`src/rtl/tage_history_reg.sv`:
```
// Speculative global/path history for the TAGE front end. Each accepted branch
// checkpoints the history it saw; a mispredicted resolve rebuilds history from that checkpoint.
module tage_history_reg #(
   parameter int GlobLen   = 131,
   parameter int PLen      = 16,
   parameter int pc_len    = 32,
   parameter int PathBit   = 2,
   parameter int CkptDepth = 8,
   localparam int PtrW     = $clog2(CkptDepth),
   localparam int CntW     = PtrW + 1
) (
   input  logic               i_clk,
   input  logic               i_rst_n,
   input  logic               i_pred_valid,
   input  logic               i_pred_taken,
   input  logic [pc_len-1:0]  i_pred_pc,
   output logic               o_pred_ready,
   input  logic               i_res_valid,
   input  logic               i_res_mispredict,
   input  logic               i_res_taken,
   output logic [GlobLen-1:0] o_ghist,
   output logic [PLen-1:0]    o_phist,
   output logic               o_index_tag_enable,
   output logic [CntW-1:0]    o_inflight,
   output logic               o_res_error
);

   typedef enum logic {NORMAL = 1'b0, RECOVER = 1'b1} state_t;

   // The oldest bit of each history is shifted out on restore, so it is not stored.
   typedef struct packed {
      logic [GlobLen-2:0] ghist;
      logic [PLen-2:0]    phist;
      logic               pbit;
   } ckpt_t;

   localparam logic [CntW-1:0] FULL = CntW'(CkptDepth);

   state_t             r_state, w_state_nx;
   logic [GlobLen-1:0] r_ghist, w_ghist_nx;
   logic [PLen-1:0]    r_phist, w_phist_nx;
   logic [PtrW-1:0]    r_head, w_head_nx;
   logic [PtrW-1:0]    r_tail, w_tail_nx;
   logic [CntW-1:0]    r_cnt, w_cnt_nx;
   logic               r_ite;
   logic               r_err;
   ckpt_t              r_q [CkptDepth];

   logic  w_full, w_ready;
   logic  w_res_ok, w_res_bad, w_mis, w_push, w_pop, w_pbit, w_hist_chg;
   ckpt_t w_head_ent, w_push_ent;
   logic  w_unused_pc;

   assign w_pbit      = i_pred_pc[PathBit];
   assign w_unused_pc = ^i_pred_pc;
   assign w_head_ent  = r_q[r_head];

   assign w_full  = (r_cnt == FULL);
   assign w_ready = (r_state == NORMAL) && !w_full;

   // A resolve in RECOVER sees an already-flushed queue and is an error like any empty resolve.
   assign w_res_ok  = i_res_valid && (r_state == NORMAL) && (r_cnt != '0);
   assign w_res_bad = i_res_valid && !w_res_ok;
   assign w_mis     = w_res_ok && i_res_mispredict;
   assign w_pop     = w_res_ok;
   // A prediction arriving with a mispredict is on the wrong path and is dropped.
   assign w_push    = i_pred_valid && w_ready && !w_mis;

   assign w_push_ent.ghist = r_ghist[GlobLen-2:0];
   assign w_push_ent.phist = r_phist[PLen-2:0];
   assign w_push_ent.pbit  = w_pbit;

   always_comb begin
      w_ghist_nx = r_ghist;
      w_phist_nx = r_phist;
      w_hist_chg = 1'b0;
      if (w_mis) begin
         w_ghist_nx = {w_head_ent.ghist, i_res_taken};
         w_phist_nx = {w_head_ent.phist, w_head_ent.pbit};
         w_hist_chg = 1'b1;
      end else if (w_push) begin
         w_ghist_nx = {r_ghist[GlobLen-2:0], i_pred_taken};
         w_phist_nx = {r_phist[PLen-2:0], w_pbit};
         w_hist_chg = 1'b1;
      end
   end

   always_comb begin
      w_head_nx = r_head;
      w_tail_nx = r_tail;
      w_cnt_nx  = r_cnt;
      if (w_mis) begin
         w_head_nx = '0;
         w_tail_nx = '0;
         w_cnt_nx  = '0;
      end else begin
         if (w_push) w_tail_nx = r_tail + PtrW'(1);
         if (w_pop)  w_head_nx = r_head + PtrW'(1);
         if (w_push && !w_pop)      w_cnt_nx = r_cnt + CntW'(1);
         else if (!w_push && w_pop) w_cnt_nx = r_cnt - CntW'(1);
      end
   end

   always_comb begin
      w_state_nx = r_state;
      case (r_state)
         NORMAL:  if (w_mis) w_state_nx = RECOVER;
         RECOVER: w_state_nx = NORMAL;
         default: w_state_nx = NORMAL;
      endcase
   end

   always_ff @(posedge i_clk or negedge i_rst_n) begin
      if (!i_rst_n) begin
         r_state <= NORMAL;
         r_ghist <= '0;
         r_phist <= '0;
         r_head  <= '0;
         r_tail  <= '0;
         r_cnt   <= '0;
         r_ite   <= 1'b0;
         r_err   <= 1'b0;
      end else begin
         r_state <= w_state_nx;
         r_ghist <= w_ghist_nx;
         r_phist <= w_phist_nx;
         r_head  <= w_head_nx;
         r_tail  <= w_tail_nx;
         r_cnt   <= w_cnt_nx;
         r_ite   <= w_hist_chg;
         if (w_res_bad) r_err <= 1'b1;
      end
   end

   always_ff @(posedge i_clk) begin
      if (w_push) r_q[r_tail] <= w_push_ent;
   end

   assign o_pred_ready       = w_ready;
   assign o_ghist            = r_ghist;
   assign o_phist            = r_phist;
   assign o_index_tag_enable = r_ite;
   assign o_inflight         = r_cnt;
   assign o_res_error        = r_err;

endmodule
```
`config.mk`:
```
export PLATFORM = sky130hd
export DESIGN_NAME = tage_history_reg
export DESIGN_NICKNAME = d
export VERILOG_FILES = /design/src/rtl/tage_history_reg.sv
export SDC_FILE = /design/constraint.sdc
export NUM_CORES = 1
export LEC_CHECK = 0
export CAP_MARGIN = 0
export CORE_MARGIN = 2
export CORE_UTILIZATION = 45
export CTS_CLUSTER_SIZE = 14
export DETAILED_ROUTE_END_ITERATION = 7
export GPL_ROUTABILITY_DRIVEN = 0
export PLACE_DENSITY = 0.61
export SLEW_MARGIN = 10
export SYNTH_ARGS = -nofsm -noshare
export SYNTH_HDL_FRONTEND = slang
export SYNTH_SLANG_ARGS = --single-unit
export TNS_END_PERCENT = 30
```
`constraint.sdc`:
```
create_clock -name i_clk -period 22.8 [get_ports i_clk]
set_clock_uncertainty 0.15 [all_clocks]
set_input_delay 3.42 -clock i_clk [delete_from_list [all_inputs] [get_ports i_clk]]
set_output_delay 3.42 -clock i_clk [all_outputs]
set_load 0.05 [all_outputs]
```
==> impl_metrics.csv, run 1 <==
group,metric,value,unit
clock_tree,cts_tree,"built",
synthesis,synth_top_area_cell,"edfxtp_1",
detailed_routing,vias,23300,
power_and_ir_drop,power,7.82,mW
cells_and_area,post-route-util,0.524,
clock_tree,cts_resized,0,
grt,grt_pass1_wl,162,mm
sta,period_minus_slack,6600,ps
power_and_ir_drop,p_leak,18.6,nW
critical_path,ff2ff_path_depth,5,
grt,track_usage,0.195,
critical_path,regToRegStartpoint,"r_head[0]$_DFFE_PN0P_",
power_and_ir_drop,power_density,137,nW/um^2
sta,maxSlewHeadroom,0.225,
grt,overflow,0,
sta,fin_setup_tns,0,ps
clock_tree,numCtsBuffers,133,
critical_path,critical_path_required,22990,ps
sta,setup-violations-final,0,
cells_and_area,area_growth,15.2,%
synthesis,syn_area_per_cell,23.3,um^2
clock_tree,cts-htree-levels,4,
critical_path,r2r-end,"o_ghist[16]$_DFFE_PN0P_",
sta,whs,313,ps
synthesis,synth-seq-cells,1328,
grt,grt_start_max_net_pins,106,
hold_path,min_from,"o_res_error$_DFFE_PN0P_",
hold_path,hold_path_class,"reg2reg",
critical_path,worstPathMaxFanout,60,
power_and_ir_drop,irDropWorstVdd,0.0000895,V
detailed_routing,drtIter0Drc,1900,
critical_path,r2r_slack,18320,ps
detailed_routing,dr.pass1.iters,5,
synthesis,synth_top_area_share,0.708,
place,dp_cells,3616,
critical_path,startpoint_type,"primary input",
synthesis,synth-edff-count,1168,
critical_path,endpoint_kind,"flip-flop",
cells_and_area,diodes,0,
clock_tree,cts_root_buf,"clkbuf_16",
synthesis,synth_fp_nets,2168,
detailed_routing,vias_per_cell,6.03,
synthesis,synth_cell_type_count,36,
synthesis,yosys_warnings,0,
job,cap_violations,0,
clock_tree,clk_path_buf_depth,3,
floorplan,core_area,109000,um^2
synthesis,synth_top_flop_cell,"edfxtp_1",
sta,hold_viol,0,
sta,rsz0062_at_grt,"false",
detailed_routing,post-route-drc-count,0,
outcome,status,"finished, final reports clean",
grt,antenna_found_initial,6,
floorplan,initial_core_util,0.455,
floorplan,row_count,121,
detailed_routing,routed_wl,109,mm
cells_and_area,final_nets,2382,
sta,setup_ws,16200,ps
synthesis,synth_area_leaders,"edfxtp_1 71%, mux4_2 13%, dfrtp_1 8.1%",
grt,grt_pass1_vias,24600,
place,dp_slack,15450,ps
clock_tree,hold_buffers,0,
synthesis,synth_area,49500,um^2
cells_and_area,final_layout_size_suffix_gt1_frac,0.225,
sta,slew_violations,0,
cells_and_area,fillCellCount,8347,
critical_path,cp.arrival,6790,ps
clock_tree,clkTransAtPathRegs,60,ps
cells_and_area,fin_area,57100,um^2
hold_path,hold_depth,1,
clock_tree,postCtsSetupBuffers,0,
place,portBuffers,161,
critical_path,worst-setup-path-type,"in2reg",
synthesis,synth-async-reset-ratio,0.120,
clock_tree,cts.sinks,1328,
synthesis,synthCells,2123,
floorplan,ios,193,
floorplan,dieArea,113000,um^2
detailed_routing,wl_per_cell,28.1,um
sta,max_freq,152,MHz
sta,worstMarginPinSlew,1160,ps
cells_and_area,fin_cells,3860,
synthesis,ys_seq_area_frac,0.789,
detailed_routing,antenna_left,0,
floorplan,die_h,336,um
sta,period_share,0.289,
floorplan,dieWidth,336,um
place,place_area,52700,um^2
hold_path,whs_endpoint,"o_res_error$_DFFE_PN0P_",
clock_tree,clk_latency,720,ps
place,dp_hpwl,50.7,mm
[layer usage]
layer / vias up / track usage / part of all wire
met2: 689 / 0.313 / 0.49
met4: 10 / 0.0557 / 0.019
li1: 9682 / - / -
met1: 12700 / 0.269 / 0.42
met3: 157 / 0.0454 / 0.067
met5: - / 0 / 0.00052
[cell usage in the layout (no fill, tap or decap), types with 2 or more instances in the layout]
| cell type | n |
|---|---|
| dfrtp_4 | 2 |
| nor2b_1 | 2 |
| nand2b_1 | 4 |
| a211o_1 | 2 |
| a21o_1 | 2 |
| bufinv_16 | 10 |
| clkinv_8 | 4 |
| clkinvlp_4 | 2 |
| clkdlybuf4s50_1 | 160 |
| buf_4 | 48 |
| dfrtp_1 | 158 |
| a22o_1 | 146 |
| nor2_4 | 3 |
| edfxtp_1 | 1168 |
| nand3b_1 | 2 |
| xor2_1 | 3 |
| nand3_1 | 5 |
| inv_6 | 6 |
| nor2_1 | 8 |
| clkinv_2 | 17 |
| ha_1 | 5 |
| o21ai_0 | 3 |
| nor3_2 | 6 |
| mux4_2 | 292 |
| clkinv_1 | 18 |
| nand2_1 | 12 |
| a221o_1 | 145 |
| clkbuf_1 | 35 |
| clkbuf_8 | 13 |
| a21oi_1 | 3 |
| inv_1 | 6 |
| clkbuf_16 | 139 |
[power by group]
part	switching, mW	internal [mW]
Clock	0.888	1.28
Combinational	1.15	0.820
Sequential	0.418	3.27
Total	2.46	5.36
[cell usage after synthesis, drive strengths merged, types with 5 or more instances]
master and count:
edfxtp 1168, mux4 292, dfrtp 160, a22o 146, a221o 145, clkbuf 66
buf 65, nand2 13, nor2 11, inv 7, nor3 7, ha 5
nand3 5
[logic make-up after synthesis]
family                   Yosys count  share of synthesized area
flip-flops                      1328                      0.789
XOR/XNOR                           3                   0.000530
adder cells (fa/ha/maj)            6                    0.00167
AO/OA/AOI/OAI                    305                     0.0570
AND/OR/NAND/NOR                   51                    0.00540
buffers and inverters            138                     0.0139
multiplexers                     292                      0.133
[state kept, by name, indices dropped and copies added, names as in the netlist]
name                flops
o_ghist               131
r_head                  3
r_tail                  3
o_inflight              4
r_state                 1
r_q                  1168
o_res_error             1
o_phist                16
o_index_tag_enable      1
[worst max-delay path: stages]
cell             delay, ps
clkdlybuf4s50_1        480
and3b_1                250
nand2_1                230
nand3_1                340
nor2_4                 190
buf_4                  880
buf_4                  890
[worst max-delay path by stage]
stage,from,endpoint,cells after the start
after floorplan,i_pred_valid,r_q[0][0]$_DFFE_PP_,4
after global placement,i_res_mispredict,r_q[7][74]$_DFFE_PP_,7
after detailed placement,i_res_valid,r_q[7][74]$_DFFE_PP_,7
after CTS,i_res_valid,r_q[7][60]$_DFFE_PP_,7
after global routing,i_res_mispredict,r_q[7][76]$_DFFE_PP_,7
final,i_res_valid,r_q[7][74]$_DFFE_PP_,7
[area by class of cell]
type	count	area (um^2)	share of cell area
Timing Repair Buffer	210	2000	0.0350
Inverter	7	31.3	0.000548
Clock buffer	187	3790	0.0664
Multi-Input combinational cell	657	9840	0.172
Tap cell	1414	1770	0.0310
Sequential cell	1328	39100	0.685
Clock inverter	57	586	0.0103
Power figures use the tool's default switching activity.
==> run 2, diff against run 1 <==
clock period = 6.87 ns   (was 22.8 ns; I/O delays follow)
==> impl_metrics.csv, run 2 (synthesis results as in run 1) <==
group,metric,value,unit
critical_path,crit_family,"buffers and inverters",
critical_path,r2r-end,"o_inflight[3]$_DFFE_PN0P_",
floorplan,core_area,109000,um^2
critical_path,cp_slowest_stage_delay,680,ps
cells_and_area,fin_area,57200,um^2
clock_tree,cts_tree,"built",
place,place_area,52800,um^2
critical_path,worstPathMaxFanout,83,
sta,period_minus_slack,4150,ps
grt,track_usage,0.195,
sta,setup_ws,2720,ps
critical_path,ff2ff_path_depth,11,
clock_tree,postCtsSetupBuffers,0,
cells_and_area,final_common_cell,"edfxtp_1",
clock_tree,hold_buffers,0,
detailed_routing,dr.pass1.iters,7,
critical_path,cp.arrival,4670,ps
critical_path,crit_slowest_cell,"inv_6",
sta,period_share,0.604,
cells_and_area,largest_register_ffs,1168,
sta,slew_violations,0,
sta,setup-violations-final,0,
detailed_routing,wl_per_cell,28.1,um
cells_and_area,area_growth,15.5,%
power_and_ir_drop,p_leak,18.6,nW
detailed_routing,vias_per_cell,6.05,
floorplan,row_count,121,
place,dp_slack,2030,ps
clock_tree,clkTransAtPathRegs,60,ps
clock_tree,cts.sinks,1328,
sta,max_freq,241,MHz
detailed_routing,routed_wl,108,mm
clock_tree,clk_path_buf_depth,3,
clock_tree,cts_resized,0,
floorplan,die_h,336,um
power_and_ir_drop,power_density,454,nW/um^2
cells_and_area,final_layout_size_suffix_gt1_frac,0.223,
hold_path,hold_path_class,"in2async",
sta,worstMarginPinSlew,1100,ps
clock_tree,cts-htree-levels,4,
cells_and_area,largest-register,"r_q",
sta,maxSlewHeadroom,0.264,
floorplan,dieArea,113000,um^2
grt,overflow,0,
cells_and_area,final_nets,2371,
cells_and_area,multi_input_area,9880,um^2
cells_and_area,layout_common_cells,"1,168 x edfxtp_1, 292 x mux4_2, 160 x clkdlybuf4s50_1",
critical_path,path_buf_inv,3,
grt,antenna_found_initial,3,
critical_path,regToRegStartpoint,"o_inflight[0]$_DFFE_PN0P_",
floorplan,initial_core_util,0.455,
critical_path,r2r_slack,2850,ps
sta,fin_setup_tns,0,ps
detailed_routing,vias,23300,
cells_and_area,fin_cells,3855,
detailed_routing,post-route-drc-count,0,
detailed_routing,antenna_left,0,
grt,grt_pass1_wl,162,mm
floorplan,dieWidth,336,um
place,portBuffers,161,
sta,rsz0062_at_grt,"false",
critical_path,worst-setup-path-type,"in2reg",
clock_tree,clk_latency,730,ps
detailed_routing,drtIter0Drc,2006,
floorplan,ios,193,
grt,grt_start_max_net_pins,121,
outcome,status,"finished, final reports clean",
critical_path,crit_path_cell_trace,"clkdlybuf4s50_1, nor2b_1, and2_4, nand2_4, inv_6, ha_1, inv_1, ha_1, a21oi_1, a211o_1, a211o_1, nand2_1",
critical_path,critical_path_required,7390,ps
place,dp_hpwl,48.4,mm
cells_and_area,fillCellCount,8350,
place,dp_cells,3603,
power_and_ir_drop,irDropWorstVdd,0.000275,V
cells_and_area,ff_latch_area,39100,um^2
sta,hold_viol,0,
critical_path,startpoint_type,"primary input",
power_and_ir_drop,power,26.0,mW
grt,grt_pass1_vias,24700,
job,cap_violations,0,
clock_tree,numCtsBuffers,135,
critical_path,endpoint_kind,"flip-flop",
clock_tree,cts_root_buf,"clkbuf_16",
[run 2: cell types whose count changed in the layout (fill, tap and decap cells not counted), moves of 2 or more]
cell / before / now
buf_12: 1 / 15
buf_4: 48 / 21
bufinv_16: 10 / 7
clkbuf_1: 35 / 38
clkbuf_16: 139 / 142
clkbuf_8: 13 / 18
clkinv_2: 17 / 21
clkinvlp_4: 2 / 0
nor3_2: 6 / 2
nor3_4: 0 / 4
[run 2: worst max-delay path by stage]
stage | start | endpoint | slack [ps] | cells past startpoint
after global routing | i_pred_valid | o_inflight[3]$_DFFE_PN0P_ | 2580 | 12
after CTS | i_pred_valid | o_inflight[3]$_DFFE_PN0P_ | 2790 | 12
after floorplan | o_inflight[1]$_DFFE_PN0P_ | r_q[7][0]$_DFFE_PP_ | -1640 | 4
after detailed placement | i_pred_valid | o_inflight[3]$_DFFE_PN0P_ | 2030 | 12
final | i_pred_valid | o_inflight[3]$_DFFE_PN0P_ | 2720 | 12
after global placement | i_pred_valid | o_inflight[3]$_DFFE_PN0P_ | 2060 | 12
[run 2: worst register-to-register path, delay by kind of cell (launching register included)]
kind,cells,cell delay (ps)
compound gates,3,670
fa+ha+maj,2,740
buf+inv,2,790
flops,1,460
simple gates,4,1160
[run 2: cell type report]
class	count	area share
well taps	1414	0.0309
clock buffers	197	0.0686
multi-input cells	657	0.173
diodes	1	0.0000437
inverters	7	0.000546
flip-flops and latches	1328	0.683
clock inverters	54	0.00839
repair buffers	197	0.0362
[run 2: stage by stage]
stage                util  hold slack [ps]
finish              0.525              184
global route        0.525              226
global placement    0.485              296
floorplan               -              365
detailed placement  0.485              297
CTS                 0.525              186
[run 2: power breakdown]
part / internal [mW] / total (mW) / leakage (nW) / switching, mW
registers: 10.8 / 12.2 / 12.7 / 1.34
clock network: 4.24 / 7.19 / 2.17 / 2.95
logic: 2.74 / 6.63 / 3.71 / 3.88
[run 2: routing by layer]
| metal | track usage | vias to the layer above | part of all wire |
|---|---|---|---|
| met3 | 0.0446 | 157 | 0.073 |
| met4 | 0.0535 | 4 | 0.018 |
| met5 | 0 | - | 0.00021 |
| li1 | - | 9675 | - |
| met1 | 0.266 | 12700 | 0.41 |
| met2 | 0.319 | 755 | 0.50 |
